===== config.mk =====
export PLATFORM = sky130hd
export DESIGN_NAME = parking_checkin_flat
export DESIGN_NICKNAME = d
export VERILOG_FILES = /design/src/rtl/parking_checkin_if.sv /design/src/rtl/parking_checkin.sv /design/src/flat_wrapper.sv
export SDC_FILE = /design/constraint.sdc
export NUM_CORES = 1
export LEC_CHECK = 0
export ABC_CLOCK_PERIOD_IN_PS = 5900
export CORE_ASPECT_RATIO = 0.9
export CORE_UTILIZATION = 40
export CTS_CLUSTER_DIAMETER = 80
export DETAILED_ROUTE_END_ITERATION = 8
export PLACE_DENSITY = 0.78
export SLEW_MARGIN = 20
export SYNTH_ARGS = -nofsm -noshare
export SYNTH_HDL_FRONTEND = slang
export SYNTH_SLANG_ARGS = --single-unit
export TNS_END_PERCENT = 5

===== constraint.sdc =====
create_clock -name clk -period 5.9 [get_ports clk]
set_clock_uncertainty 0.05 [all_clocks]
set_input_delay 0.885 -clock clk [delete_from_list [all_inputs] [get_ports clk]]
set_output_delay 0.885 -clock clk [all_outputs]
set_load 0.005 [all_outputs]

===== src/rtl/parking_checkin_if.sv =====
// Arrival/release handshake shared by the requester,
// the checkout side and the check-in slot allocator.
interface parking_checkin_if;
   logic       enter_req;
   logic       release_valid;
   logic [3:0] release_slot;
   logic       enter_ack;
   logic       enter_nack;
   logic [3:0] slot_id;
   logic       busy;

   modport master (
      output enter_req,
      output release_valid,
      output release_slot,
      input  enter_ack,
      input  enter_nack,
      input  slot_id,
      input  busy
   );

   modport slave (
      input  enter_req,
      input  release_valid,
      input  release_slot,
      output enter_ack,
      output enter_nack,
      output slot_id,
      output busy
   );
endinterface


===== src/rtl/parking_checkin.sv =====
// Entry-side slot allocator: lowest-first scan, entry
// timestamps, occupancy map and the shared time base.
module parking_checkin #(
   parameter int NUM_SLOTS = 6,
   parameter int TIME_W    = 11
) (
   input  logic                        clk,
   input  logic                        rst_n,
   input  logic                        tick,
   parking_checkin_if.slave            io,
   output logic [TIME_W-1:0]           timer,
   output logic [NUM_SLOTS-1:0]        occupied,
   output logic [NUM_SLOTS*TIME_W-1:0] entry_times,
   output logic [3:0]                  count
);

   localparam logic [3:0] LP_LAST = 4'(NUM_SLOTS);

   typedef enum logic [1:0] {
      S_IDLE,
      S_SCAN,
      S_GRANT,
      S_REJECT
   } state_t;

   state_t                           r_state;
   state_t                           w_next;
   logic [3:0]                       r_idx;
   logic [3:0]                       r_count;
   logic [3:0]                       r_slot_id;
   logic [TIME_W-1:0]                r_timer;
   logic [NUM_SLOTS-1:0]             r_occ;
   logic [NUM_SLOTS-1:0][TIME_W-1:0] r_times;
   logic [NUM_SLOTS-1:0]             w_idx_hit;
   logic [NUM_SLOTS-1:0]             w_rel_mask;
   logic [NUM_SLOTS-1:0]             w_claim_mask;
   logic                             w_cur_occ;
   logic                             w_claim;
   logic                             w_rel;

   // One-hot decode of scan index and of a legal release
   always_comb begin
      w_idx_hit  = '0;
      w_rel_mask = '0;
      for (int i = 0; i < NUM_SLOTS; i++) begin
         w_idx_hit[i]  = (r_idx == 4'(i + 1));
         w_rel_mask[i] = io.release_valid
                      && (io.release_slot == 4'(i + 1))
                      && r_occ[i];
      end
   end

   assign w_cur_occ    = |(w_idx_hit & r_occ);
   assign w_rel        = |w_rel_mask;
   assign w_claim_mask = w_claim ? w_idx_hit : '0;

   always_ff @(posedge clk or negedge rst_n) begin
      if (!rst_n) r_state <= S_IDLE;
      else        r_state <= w_next;
   end

   always_comb begin
      w_next        = r_state;
      w_claim       = 1'b0;
      io.enter_ack  = 1'b0;
      io.enter_nack = 1'b0;
      io.busy       = 1'b1;
      unique case (r_state)
         S_IDLE: begin
            io.busy = 1'b0;
            if (io.enter_req)
               w_next = (r_count == LP_LAST) ? S_REJECT : S_SCAN;
         end
         S_SCAN: begin
            if (!w_cur_occ) begin
               w_claim = 1'b1;
               w_next  = S_GRANT;
            end else if (r_idx == LP_LAST) begin
               w_next = S_REJECT;
            end
         end
         S_GRANT: begin
            io.enter_ack = 1'b1;
            w_next       = S_IDLE;
         end
         S_REJECT: begin
            io.enter_nack = 1'b1;
            w_next        = S_IDLE;
         end
         default: w_next = S_IDLE;
      endcase
   end

   always_ff @(posedge clk or negedge rst_n) begin
      if (!rst_n)                r_idx <= 4'd1;
      else if (r_state == S_IDLE) r_idx <= 4'd1;
      else if (r_state == S_SCAN) r_idx <= r_idx + 4'd1;
   end

   always_ff @(posedge clk or negedge rst_n) begin
      if (!rst_n)    r_timer <= '0;
      else if (tick) r_timer <= r_timer + 1'b1;
   end

   // Claim and release never hit the same slot
   always_ff @(posedge clk or negedge rst_n) begin
      if (!rst_n) begin
         r_occ     <= '0;
         r_times   <= '0;
         r_count   <= '0;
         r_slot_id <= '0;
      end else begin
         r_occ   <= (r_occ | w_claim_mask) & ~w_rel_mask;
         r_count <= r_count + {3'b0, w_claim} - {3'b0, w_rel};
         if (w_claim) r_slot_id <= r_idx;
         for (int i = 0; i < NUM_SLOTS; i++) begin
            if (w_claim_mask[i])    r_times[i] <= r_timer;
            else if (w_rel_mask[i]) r_times[i] <= '0;
         end
      end
   end

   assign io.slot_id  = r_slot_id;
   assign timer       = r_timer;
   assign occupied    = r_occ;
   assign entry_times = r_times;
   assign count       = r_count;

endmodule


===== src/flat_wrapper.sv =====
// flat-port wrapper written by rule: the top's interface ports become plain ports
module parking_checkin_flat 
#(
   parameter int NUM_SLOTS = 6,
   parameter int TIME_W    = 11
)
  (clk, rst_n, tick, timer, occupied, entry_times, count, io_enter_req, io_release_valid, io_release_slot, io_enter_ack, io_enter_nack, io_slot_id, io_busy);
  parking_checkin_if io_i ();
  input  logic clk;
  input  logic rst_n;
  input  logic tick;
  output logic [TIME_W-1:0] timer;
  output logic [NUM_SLOTS-1:0] occupied;
  output logic [NUM_SLOTS*TIME_W-1:0] entry_times;
  output logic [3:0] count;
  input wire logic [$bits(io_i.enter_req)-1:0] io_enter_req;
  input wire logic [$bits(io_i.release_valid)-1:0] io_release_valid;
  input wire logic [$bits(io_i.release_slot)-1:0] io_release_slot;
  output wire logic [$bits(io_i.enter_ack)-1:0] io_enter_ack;
  output wire logic [$bits(io_i.enter_nack)-1:0] io_enter_nack;
  output wire logic [$bits(io_i.slot_id)-1:0] io_slot_id;
  output wire logic [$bits(io_i.busy)-1:0] io_busy;
  assign io_i.enter_req = io_enter_req;
  assign io_i.release_valid = io_release_valid;
  assign io_i.release_slot = io_release_slot;
  assign io_enter_ack = io_i.enter_ack;
  assign io_enter_nack = io_i.enter_nack;
  assign io_slot_id = io_i.slot_id;
  assign io_busy = io_i.busy;
  parking_checkin #(.NUM_SLOTS(NUM_SLOTS), .TIME_W(TIME_W)) u_core (.clk(clk), .rst_n(rst_n), .tick(tick), .io(io_i), .timer(timer), .occupied(occupied), .entry_times(entry_times), .count(count));
endmodule

# ---- Word-level counts from Yosys, hierarchy flattened
# Cells that the tools add are included.
dict set report classes {
  eq_ne 18
  n_addsub 4
  bitwise_logic 4
  reduce_logical 24
  n_mux 25
}
# cell n
set op_table {}
lappend op_table {{$mux 11} 12}
lappend op_table {{$eq 4x3->1 const B} 7}
lappend op_table {{$eq 4x2->1 const B} 4}
lappend op_table {{$reduce_bool 2->1} 7}
lappend op_table {{$and 6x6->6} 2}
lappend op_table {{$logic_and 1x1->1} 12}
lappend op_table {{$reduce_or 6->1} 2}
lappend op_table {{$add 11x1->11 const B} 1}
lappend op_table {{$eq 4x1->1 const B} 2}
lappend op_table {{$mux 2} 4}
lappend op_table {{$mux 4} 2}
lappend op_table {{$mux 6} 1}
lappend op_table {{$not 6->6} 1}
lappend op_table {{$or 6x6->6} 1}
lappend op_table {{$pmux 2 s3} 1}
lappend op_table {{$mux 1} 5}
lappend op_table {{$add 4x1->4} 1}
lappend op_table {{$add 4x1->4 const B} 1}
lappend op_table {{$eq 2x2->1 const B} 2}
lappend op_table {{$sub 4x1->4} 1}
lappend op_table {{$ne 3x2->1 const B} 1}
lappend op_table {{$eq 2x1->1 const B} 1}
lappend op_table {{$logic_not 2->1} 1}
lappend op_table {{$ne 2x2->1 const B} 1}
lappend op_table {{other kinds (2)} 2}
dict set report word_totals {
  register_bits 97
  inputBits 9
  out_inout_bits 94
}

# ---- Longest topological paths before layout
# Gate-level depths: netlist of run 1.
dict set report logic_depth {
  word_depth 8
  mapped_depth 10
}

# ---- Worst setup path after synthesis of run 1
# Ideal clock, no wire load.
dict set report synth_path {
  path_kind {input to register}
  from {input io_release_slot[1]}
  to {register u_core.r_count[2], in the netlist u_core.count[2]}
  arrival_ns 2.575
  stages 10
  slack_ns 3.152
  path_buffers 1
  t_required_ns 5.727
  cell_sequence {and2_1 -> nand4b_1 -> clkbuf_1 -> nand3_1 -> ha_1 -> inv_1 -> ha_1 -> inv_1 -> fa_1 -> xnor2_1}
}
dict set report synth_between {
  elab_chain_cells 5
  elab_cells_between_ends 20
  classes_between {add/sub (1); eq/ne (6); reduce/logical (13)}
}
# item line
set synth_lines {}
lappend synth_lines {{from (decl)} flat_wrapper.sv:18} ;# input wire logic [$bits(io_i.release_slot)-1:0] io_release_slot;
lappend synth_lines {{$eq 4x1->1, or another cell as far along} parking_checkin.sv:48} ;# && (io.release_slot == 4'(i + 1))
lappend synth_lines {{$logic_and 1x1->1} parking_checkin.sv:48}
lappend synth_lines {{$logic_and 1x1->1} parking_checkin.sv:49} ;# && r_occ[i];
lappend synth_lines {{$reduce_or 6->1 (*)} parking_checkin.sv:54} ;# assign w_rel = |w_rel_mask;
lappend synth_lines {{$sub 4x1->4 (*)} parking_checkin.sv:114} ;# r_count <= r_count + {3'b0, w_claim} - {3'b0, w_rel};
lappend synth_lines {{to (signal assigned)} parking_checkin.sv:114}
lappend synth_lines {{to (decl)} parking_checkin.sv:29} ;# logic [3:0] r_count;
# Every way passes the cells marked *; elsewhere a longest branch is shown, timed or not.
# A chain may end at the register's enable or synchronous reset.

# ---- Worst setup path in the final report of run 1
dict set report layout_path {
  from {input io_release_slot[3]}
  to {register u_core.r_count[2], in the netlist u_core.count[2]}
}
# The elaborated chain is that of the path after synthesis.

==> out/metrics.cfg, run 1 <==
[drt]
ant_nets=0
drt-pass1-iter-count=6
routed_wl_um=10700
routedWlPerCell_um=16.2
avgViaCountPerCell=5.16
vias=3409
drc_errors=8
first_iter_violations=182

[min_path]
hold_class=in2async

[cts]
cts_buffer_depth=2
cts-resized-gates=0
clk_latency_ps=330
clkTransAtPathRegs_ps=60
root_buffer=clkbuf_16
cts_setup_buffers=0
cts_buffers=9
cts_tree=yes
clkSinkCount=97
hold_buffers=0
htreeDepth=3

[sta]
period_needed_ps=3520
grt_setup_unrepaired=no
max_freq_mhz=284
period_share=0.597
hold_viol=0
drv_slew=0
totalNegativeSetupSlack_ps=0
setup_viol=0
relSlewSlack=0.341
tightestPinTransition_ps=989

[global_route]
grt_pass1_wl_um=17800
grt-ovfl-total=0
grt.total_usage=0.203
grt_pass1_vias=3347
grt_start_max_net_pins=81
antenna_found_initial=0

[setup_path]
cp_slowest_stage_delay_ps=570
r2r.worst_path.cells=9
startpoint_type=primary input
cp_num_cells=11
cpLargestDelayFamily=simple AND/OR/NAND/NOR gates
path_buf_inv=3
arrival_ps=3690
worstSetupPathType=in2reg
cp_cell_sequence=clkdlybuf4s50_1, nor2_1, nand4_1, and4_1, nand3_1, ha_1, inv_1, ha_1, inv_1, fa_1, xnor2_1
cp_max_fo=13
reg2reg_slack_ps=3140
r2r-start=u_core.occupied[2]
required_ps=6070
cpMaxStageDelayCell=nand4_1
r2r-end=u_core.count[2]
critPathCaptureType=register

[die]
fp-row-count=35
start_util=0.420
die_w_um=112
fp.coreArea_mm2=0.0104
ioPinCount=103
die_h_um=101
dieArea_mm2=0.0114

[synth]
ys_seq_area_frac=0.555
ys.warnings.count=0
ys_seq_elements=97
synth.largest_area_cell=dfrtp_1
synth_top_family_by_area=simple AND/OR/NAND/NOR gates
ys_types=46
avgSynthCellArea_um2=9.88
synth-simple-area-share=0.199
synth_fa_ha_area_frac=0.0332
synth_xor_area_frac=0.0240
synth.area.mux_share=0.0174
synth_nets=463
netlist_instances=443
netlist_top_cells_area=dfrtp_1, nand2_1, o21ai_0
yosys.area.top_type_share=0.549
syn_area_mm2=0.00438
synth_compound_area_frac=0.129

[placement]
portBuffers=102
dp.cells=645
gp_congestion=0.774
post-dp-hpwl_um=7490

[power]
powerDensity_mw_per_mm2=540
ir_worst_vdd_mv=0.219
leakagePower_nw=2.47

[status]
violations=design-rule violations
status=complete, but fails checks

[finish]
final_cell_mix=nand2_1, clkdlybuf4s50_1, dfrtp_1, o21ai_0, inv_1
layout_commonest_cell=nand2_1
final_cells=661
syn2layout_area_growth_pct=31.4
drive_above_1_share=0.0695
fin_nets=547
antennaDiodeCount=0

[flow_run]
maxCapViolations=0

==> sequential cells by signal, indices dropped and copies added (netlist names) <==
name                flops
u_core.occupied         6
u_core.r_idx            4
u_core.count            4
u_core.timer           11
u_core.r_state          2
u_core.io.slot_id       4
u_core.entry_times     66
==> report_power, final <==
part           switching (mW)  leakage [nW]  internal, mW
Clock                   0.236         0.152         0.369
Combinational           0.470          1.17         0.737
Sequential              0.328          1.15         0.964
Total                    1.03          2.47          2.07
==> final cells by class <==
cell class	instances	area [um2]
Clock inverter	6	82.6
Inverter	14	52.6
Timing Repair Buffer	104	1030
Fill cell	892	4670
Sequential cell	97	2430
Clock buffer	10	229
Tap cell	129	161
Multi-Input combinational cell	301	1760
==> cells in the mapped netlist (all sizes together) <==
cell / number
a21bo: 2
a21oi: 3
nor4: 4
buf: 12
nor3: 1
clkbuf: 19
and3: 3
nand2: 139
nand4b: 1
nand4bb: 1
a22o: 3
o21ai: 69
dfrtp: 96
and2: 2
ha: 10
a211oi: 2
a21o: 1
dfstp: 1
nor2b: 6
or2: 2
mux2: 5
nor2: 3
and2b: 1
fa: 1
xor2: 2
nand3: 6
or3: 1
nor3b: 2
mux2i: 2
inv: 14
o21a: 7
and4: 2
a2111oi: 2
nand4: 5
nand2b: 2
a41oi: 1
xnor2: 10
==> per-layer routing <==
metal	global-route usage	wire [um]	vias to the layer above
met4	0.0677	123	0
met3	0.0461	634	11
li1	-	-	1628
met1	0.277	4900	1664
met2	0.322	5030	106
met5	0	0	-
==> worst register-to-register path, stage by stage (launching register included) <==
cell     delay, ps
dfrtp_1        440
nand4_1        560
and4_1         460
nand3_1         90
ha_1           250
inv_1           60
ha_1           170
inv_1           60
fa_1           370
xnor2_1        140
==> cells by family after synthesis <==
family	after synthesis
adders and majority gates	11
muxes	7
xor gates and xnor gates	12
buffers and inverters	45
AOI/OAI and AO/OA	90
and+or+nand+nor	181
DFF	97
==> how the worst max path moves through the flow <==
| stage | slack [ps] | startpoint | end |
|---|---|---|---|
| after global routing | 2140 | io_release_slot[2] | u_core.count[3] |
| after CTS | 2420 | io_release_slot[0] | u_core.count[3] |
| after global placement | 2210 | io_release_valid | u_core.count[2] |
| after floorplan | 3150 | io_release_slot[1] | u_core.count[2] |
| after detailed placement | 2070 | io_release_slot[0] | u_core.count[3] |
| final | 2380 | io_release_slot[3] | u_core.count[2] |
==> through the flow <==
| stage | setup WS [ps] | util | area, um2 | power [mW] | hold slack [ps] |
|---|---|---|---|---|---|
| floorplan | 3150 | - | 4380 | 1.74 | 433 |
| global placement | 2210 | 0.522 | 5440 | 2.46 | 425 |
| detailed placement | 2070 | 0.522 | 5440 | 2.51 | 428 |
| CTS | 2420 | 0.552 | 5750 | 3.13 | 362 |
| global route | 2140 | 0.552 | 5750 | 3.32 | 367 |
| finish | 2380 | 0.552 | 5750 | 3.10 | 360 |
Power figures use the tool's default switching activity.
==> run 2, diff against run 1 <==
ABC_CLOCK_PERIOD_IN_PS = 2870   (was 5900)
PLACE_DENSITY = 0.81   (was 0.78)
clock period = 2.87 ns   (was 5.9 ns; I/O delays follow)
==> run 2 against run 1 <==
  * The flow still finishes with violations (design-rule violations)
  * Count of clock-buffer cells in the layout increased by 1
  * Combinational power increased by 110%
  * Final area up 2.4%
  * Worst setup slack worse by 2100 ps
  * Register-to-register slack worse by 2800 ps
  * Sequential cell count unchanged
  * Global-route usage up 1.5 points
  * Via count up 1.9%
  * Final cell count grew 2.4%
  * Critical endpoint is now u_core.count[1]
==> out/metrics.cfg, run 2 (same netlist as run 1, synthesis figures left out) <==
[status]
status=complete, but fails checks
violations=design-rule violations

[sta]
period_share=0.898
setup_viol=0
totalNegativeSetupSlack_ps=0
tightestPinTransition_ps=726
max_freq_mhz=388
period_needed_ps=2580
drv_slew=0
worst_slack_ps=294
relSlewSlack=0.516
grt_setup_unrepaired=no
hold_viol=0

[setup_path]
cp_common_cell=inv_1
cp_cell_sequence=clkdlybuf4s50_1, nor3b_1, nand3_1, and4_1, nand3_1, ha_1, inv_1, ha_1, inv_1, fa_1, inv_1
arrival_ps=2760
startpoint_type=primary input
cpLargestDelayFamily=adder cells
worstSetupPathType=in2reg
critPathCaptureType=register
cpMaxStageDelayCell=clkdlybuf4s50_1
path_buf_inv=4
cp_max_fo=3
cp_slowest_stage_delay_ps=520
required_ps=3050

[finish]
antennaDiodeCount=0
largest_reg_flops=66
drive_above_1_share=0.0985
final_cell_mix=nand2_1, clkdlybuf4s50_1, dfrtp_1, o21ai_0, buf_4
n_fill_cell=932
syn2layout_area_growth_pct=34.5
fin_nets=563
layout_commonest_cell=nand2_1

[drt]
drc_errors=7
routed-wl-met2_um=5770
vias=3473
avgViaCountPerCell=5.13
ant_nets=0
routedWlPerCell_um=16.8
routed.top_layer=met4
routed_wl_um=11400
wl_met3_um=639
first_iter_violations=213
drt-pass1-iter-count=7
wl_met1_um=4840

[die]
die_h_um=101
fp-row-count=35
die_w_um=112
start_util=0.420
ioPinCount=103
fp.coreArea_mm2=0.0104
dieArea_mm2=0.0114

[placement]
gp_congestion=0.815
post-dp-hpwl_um=8070
pre_cts_slack_ps=-65.2
portBuffers=102

[global_route]
grt-ovfl-total=0
grt_start_max_net_pins=58
grt.total_usage=0.217
antenna_found_initial=0
grt_pass1_wl_um=18700
grt_pass1_vias=3575

[power]
leakagePower_nw=2.56
total_power_mw=6.48
ir_worst_vdd_mv=0.566
powerDensity_mw_per_mm2=1100

[cts]
cts_tree=yes
cts_buffers=9
clkSinkCount=97
hold_buffers=0
clkTransAtPathRegs_ps=70
htreeDepth=3
cts-resized-gates=0
cts_setup_buffers=0
clk_latency_ps=340
cts_buffer_depth=2
root_buffer=clkbuf_16

[min_path]
hold_class=in2async

[flow_run]
maxCapViolations=0

-- run 2: changes by cell type in the layout (fill, tap and decap cells not counted) --
cell / change
buf_4: +16
clkbuf_8: +2
clkbuf_1: -1
clkinv_2: -1
-- run 2: through the flow --
| stage | hold slack [ps] | cell area, um2 | utilization | cells |
|---|---|---|---|---|
| after floorplan | 84.9 | 4380 | - | 443 |
| after global placement | 435 | 5560 | 0.533 | 661 |
| after detailed placement | 438 | 5560 | 0.533 | 661 |
| after CTS | 114 | 5890 | 0.565 | 677 |
| after global routing | 145 | 5890 | 0.565 | 677 |
| final | 86.4 | 5890 | 0.565 | 677 |
-- run 2: routing by layer --
metal / vias up / global-route usage
li1: 1657 / -
met1: 1689 / 0.274
met2: 115 / 0.367
met3: 12 / 0.0455
met4: 0 / 0.0944
met5: - / 0
-- run 2: worst register-to-register path, stage by stage, from the launching register on --
cell	delay, ps
dfstp_2	600
inv_1	80
ha_1	240
a22o_4	270
a21oi_1	120
nor3b_2	240
ha_1	210
inv_1	60
fa_1	490
inv_1	40
-- run 2: power by group --
part	switching (mW)	leakage, nW	internal, mW
Sequential	0.642	1.15	1.98
Clock	0.502	0.162	0.808
Combinational	1.00	1.25	1.55
-- run 2: area by class of cell --
type	instances	area, um2	area share
Clock inverter	5	77.6	0.0132
Tap cell	129	161	0.0274
Sequential cell	97	2430	0.413
Inverter	14	52.6	0.00893
Multi-Input combinational cell	301	1760	0.299
Clock buffer	11	253	0.0429
Timing Repair Buffer	120	1150	0.196
-- run 2: worst paths after layout --
check / start / endpoint / depth (start not counted) / slack, ps
max in group asynchronous: rst_n / u_core.entry_times[24] / 2 / 1850
min in group clk: u_core.io.slot_id[0] / u_core.io.slot_id[0] / 1 / 450
min: rst_n / u_core.count[3] / 1 / 90
min reg2reg: u_core.io.slot_id[0] / u_core.io.slot_id[0] / 1 / 450
max: io_release_slot[2] / u_core.count[1] / 11 / 290
max reg2reg: u_core.r_idx[0] / u_core.count[1] / 9 / 360
